===== src/rtl/timed_rr_arbiter.sv =====
// Timed round-robin arbiter: one resource, N requesters, bounded slice + guard gap.
// Ports: clk, reset (sync, active-high), req[N], done[N] -> gnt[N], gnt_id, busy, timeout.
// Option: define TIMED_ARB_PRIO0_EN to give requester 0 absolute priority.
module timed_rr_arbiter #(
  parameter int N       = 4,
  parameter int ID_W    = 2,
  parameter int T_SLICE = 8,
  parameter int T_GUARD = 2,
  parameter int TW      = 8
) (
  input  logic            clk,
  input  logic            reset,
  input  logic [N-1:0]    req,
  input  logic [N-1:0]    done,
  output logic [N-1:0]    gnt,
  output logic [ID_W-1:0] gnt_id,
  output logic            busy,
  output logic            timeout
);

  typedef enum logic [1:0] {
    IDLE  = 2'd0,
    GRANT = 2'd1,
    GUARD = 2'd2
  } state_t;

  localparam logic [TW-1:0] SLICE_END = TW'(T_SLICE - 1);
  localparam logic [TW-1:0] GUARD_END = TW'(T_GUARD - 1);
  localparam logic [TW-1:0] T_MAX     = '1;

  state_t          state_q, state_d;
  logic [TW-1:0]   t_q, t_d;
  logic [ID_W-1:0] ptr_q;
  logic [ID_W-1:0] win;
  logic            win_ok;
  logic            start;
  logic            load_ptr;
  logic            own_done;
  logic            own_req;
  logic            expired;
  logic            timeout_d;
  logic [N-1:0]    gnt_d;
  logic [ID_W-1:0] gnt_id_d;
  int              idx;

  // Rotating search starting just after the last winner.
  always_comb begin
    win    = '0;
    win_ok = 1'b0;
    idx    = 0;
    for (int i = 1; i <= N; i++) begin
      idx = int'(ptr_q) + i;
      if (idx >= N) idx = idx - N;
      if (!win_ok && req[idx]) begin
        win_ok = 1'b1;
        win    = ID_W'(idx);
      end
    end
`ifdef TIMED_ARB_PRIO0_EN
    // Requester 0 overrides; ptr is left alone so 1..N-1 keep their order.
    load_ptr = !req[0];
    if (req[0]) begin
      win_ok = 1'b1;
      win    = '0;
    end
`else
    load_ptr = 1'b1;
`endif
  end

  assign own_done = done[gnt_id];
  assign own_req  = req[gnt_id];
  assign expired  = (t_q >= SLICE_END);

  always_ff @(posedge clk) begin
    if (reset) begin
      state_q <= IDLE;
      t_q     <= '0;
      ptr_q   <= ID_W'(N - 1);
      gnt     <= '0;
      gnt_id  <= '0;
      timeout <= 1'b0;
    end else begin
      state_q <= state_d;
      t_q     <= t_d;
      gnt     <= gnt_d;
      gnt_id  <= gnt_id_d;
      timeout <= timeout_d;
      if (start && load_ptr) ptr_q <= win;
    end
  end

  always_comb begin
    state_d   = state_q;
    start     = 1'b0;
    timeout_d = 1'b0;
    unique case (state_q)
      IDLE: begin
        if (win_ok) begin
          state_d = GRANT;
          start   = 1'b1;
        end
      end
      GRANT: begin
        if (own_done || !own_req || expired) begin
          state_d   = GUARD;
          // Only a pure slice expiry counts as a timeout.
          timeout_d = expired && !own_done && own_req;
        end
      end
      GUARD: begin
        if (t_q >= GUARD_END) begin
          if (win_ok) begin
            state_d = GRANT;
            start   = 1'b1;
          end else begin
            state_d = IDLE;
          end
        end
      end
      default: state_d = IDLE;
    endcase
    if (state_d != state_q) t_d = '0;
    else if (t_q == T_MAX)  t_d = t_q;
    else                    t_d = t_q + TW'(1);
  end

  always_comb begin
    gnt_d    = '0;
    gnt_id_d = gnt_id;
    if (start) begin
      gnt_d    = N'(1) << win;
      gnt_id_d = win;
    end else if (state_d == GRANT) begin
      gnt_d    = gnt;
    end
  end

  assign busy = (state_q != IDLE);

endmodule

===== config.mk =====
export PLATFORM = sky130hd
export DESIGN_NAME = timed_rr_arbiter
export DESIGN_NICKNAME = d
export VERILOG_FILES = /design/src/rtl/timed_rr_arbiter.sv
export SDC_FILE = /design/constraint.sdc
export NUM_CORES = 1
export LEC_CHECK = 0
export CAP_MARGIN = 40
export CORE_MARGIN = 8
export CORE_UTILIZATION = 49
export DETAILED_ROUTE_END_ITERATION = 8
export PLACE_DENSITY = 0.75
export SLEW_MARGIN = 20
export SYNTH_ARGS = -nofsm -noshare
export SYNTH_HDL_FRONTEND = slang
export SYNTH_SLANG_ARGS = --single-unit

===== constraint.sdc =====
create_clock -name clk -period 2.05 [get_ports clk]
set_input_delay 0.205 -clock clk [delete_from_list [all_inputs] [get_ports clk]]
set_output_delay 0.205 -clock clk [all_outputs]
set_load 0.1 [all_outputs]

==> flow_summary.json <==
{
  "setup_ws_ns": 0.123,
  "p_per_area_nw_per_um2": 974,
  "place.gp.congestion": 0.886,
  "ff_latch_area_um2": 385,
  "wl_um": 2520,
  "synthCells": 121,
  "combPwrFrac": 0.481,
  "cp_max_fo": 7,
  "antennaDiodeCount": 0,
  "clk_path_buf_depth": 2,
  "hold_depth": 2,
  "cts_tree": "built",
  "synth_area_um2": 997,
  "hold_buffers": 0,
  "track_usage": 0.143,
  "hp-class": "flop to flop",
  "end_kind": "flop",
  "dp.cells": 177,
  "reg2reg_depth": 5,
  "synth_sequential_area_ratio": 0.381,
  "die-width_um": 61.1,
  "ios": 18,
  "status": "completed",
  "vias_per_cell": 5.50,
  "drt_iter0_drc": 73,
  "syn_nets": 134,
  "antenna_found_initial": 0,
  "synth_ff_type": "dfxtp_1",
  "post_cts_buffers": 0,
  "grt_pass1_wl_um": 4000,
  "pwr-share-seq": 0.368,
  "synthArstFlopShare": 0,
  "numCtsBuffers": 3,
  "leakage_nw": 0.511,
  "min_period_ns": 1.93,
  "ant_nets": 0,
  "drive_gt1_frac": 0.227,
  "swShare": 0.446,
  "fp-row-count": 16,
  "num_vias": 995,
  "min_period_over_period": 0.940,
  "initial_core_util": 0.514,
  "tightest_slew_ns": 0.386,
  "internal_power_w": 0.000717,
  "r2r_slack_ns": 0.12,
  "ys_seq_elements": 19,
  "post-dp-hpwl_um": 1990,
  "cts_resized": 0,
  "synth_cell_type_count": 40,
  "worst-setup-path-type": "flop to flop",
  "critPathRequiredTime_ns": 2.29,
  "final-instance-count-excl-fill": 181,
  "slew_headroom": 0.739,
  "routed_wire_length_per_instance_um": 13.9,
  "area_growth_pct": 33.4,
  "portBuffers": 17,
  "whs_endpoint": "gnt[1]",
  "drv_slew": 0,
  "core_area_um2": 1940,
  "fin_worst_skew_ns": 0.0107,
  "cts_root_buffer": "clkbuf_4",
  "clkPwrFrac": 0.151,
  "power_switching_w": 0.000578,
  "dieArea_um2": 3730,
  "multi_input_comb_area_um2": 609,
  "grt-ovfl-total": 0,
  "grt_max_degree": 12,
  "maxCapViolCount": 0,
  "clk_latency_ns": 0.31,
  "r2r-end": "t_q[3]",
  "hold_viol": 0,
  "r2r-start": "t_q[5]",
  "pre_cts_slack_ns": -0.157,
  "die_h_um": 61.1,
  "fill_cells": 163,
  "drt_pass1_iterations": 4,
  "whs_ns": 0.472,
  "fin_nets": 168,
  "ys_warn_count": 0,
  "clock-sinks": 19,
  "synth.avg_cell_area_um2": 8.24,
  "max_freq_ghz": 0.519,
  "drc": 0,
  "setup_viol": 0,
  "path_clk_slew_ns": 0.12,
  "vdd_drop_max_uv": 625,
  "first_global_vias": 931,
  "htreeDepth": 1,
  "cp-start-kind": "flop",
  "synth_edf_count": 0,
  "holdCritStartpoint": "gnt[1]",
  "critPathArrivalTime_ns": 2.17
}
worst max path at each step:
stage | end | depth (start not counted) | start | slack (ns)
final | t_q[3] | 5 | t_q[5] | 0.12
after global routing | t_q[3] | 7 | t_q[1] | -0.003
after CTS | t_q[3] | 7 | t_q[0] | 0.04
after detailed placement | t_q[3] | 6 | req[1] | -0.16
after global placement | t_q[3] | 6 | req[1] | -0.13
after floorplan | t_q[3] | 4 | gnt_id[0] | -0.006
area by class of cell:
cell class | instances | share of cell area
clock buffer | 3 | 0.0169
clock inverter | 1 | 0.00376
inverter | 5 | 0.0141
multi-input combinational | 95 | 0.458
sequential | 19 | 0.290
tap | 27 | 0.0254
timing repair buffer | 31 | 0.192
stage by stage:
step / utilization / instance area, µm² / total power (W) / setup TNS [ns]
after global routing: 0.685 / 1330 / 0.00137 / -0.00299
final: 0.685 / 1330 / 0.00129 / 0
after global placement: 0.660 / 1280 / 0.00108 / -0.428
after floorplan: - / 1000 / 0.000896 / -0.00556
after detailed placement: 0.660 / 1280 / 0.00109 / -0.586
after CTS: 0.675 / 1310 / 0.00128 / 0
state kept, by name, indices dropped and copies added, names as in the netlist:
| name | flops |
|---|---|
| t_q | 8 |
| gnt | 4 |
| gnt_id | 2 |
| ptr_q | 2 |
| state_q | 2 |
| timeout | 1 |
cells in the mapped netlist (2+ instances only):
| cell | count | share of area |
|---|---|---|
| ha_1 | 3 | 0.038 |
| nand4_1 | 2 | 0.013 |
| nand2b_1 | 7 | 0.044 |
| a31oi_1 | 2 | 0.013 |
| nor2b_1 | 3 | 0.019 |
| nand3b_1 | 2 | 0.015 |
| nand2_1 | 13 | 0.049 |
| a21o_1 | 2 | 0.015 |
| dfxtp_1 | 19 | 0.38 |
| inv_1 | 4 | 0.015 |
| a21oi_1 | 10 | 0.050 |
| nand3_1 | 5 | 0.025 |
| nor3_1 | 3 | 0.015 |
| o21ai_0 | 4 | 0.020 |
| nor2_1 | 14 | 0.053 |
| nor4_1 | 4 | 0.025 |
layout by cell type, fill, tap and decap left out, drive strengths merged, types with 4 or more instances in the layout:
| master | instances |
|---|---|
| nand2 | 13 |
| nor4 | 5 |
| dfxtp | 19 |
| clkdlybuf4s50 | 9 |
| buf | 22 |
| nand2b | 7 |
| a21oi | 10 |
| inv | 4 |
| nand3 | 5 |
| o21ai | 4 |
| nor2 | 14 |
| nor3 | 4 |
worst max-delay path, stage by stage, from the launching register on:
cell	delay, ns
dfxtp_1	0.40
nor4_2	0.38
nand3_1	0.15
o32a_1	0.36
or3_4	0.37
a211oi_2	0.19
power by group through the flow:
stage | Sequential (W) | Combinational, W | Clock (W)
2_1_floorplan | 0.000631 | 0.000266 | 0
5_1_grt | 0.000484 | 0.000668 | 0.000216
3_3_place_gp | 0.000479 | 0.000598 | 0
4_1_cts | 0.000476 | 0.000607 | 0.000201
6_report | 0.000477 | 0.000623 | 0.000195
3_5_place_dp | 0.000485 | 0.000605 | 0
routing by layer:
layer  global-route usage  vias to the layer above  routed length (µm)
met4               0.0698                        0                  46
met5                    0                        -                   0
met1                0.160                      457                1100
met3               0.0334                        5                 188
met2                0.246                       28                1190
li1                     -                      505                   -
cells by family after synthesis:
group	count (synthesis)	synth area share
AO/OA/AOI/OAI	26	0.167
multiplexers	2	0.0326
AND/OR/NAND/NOR	63	0.345
adder cells (fa/ha/maj)	3	0.0376
flip-flops	19	0.381
XOR/XNOR	1	0.00878
buffers and inverters	7	0.0276
Note: power is estimated with default switching activity, not from simulation.
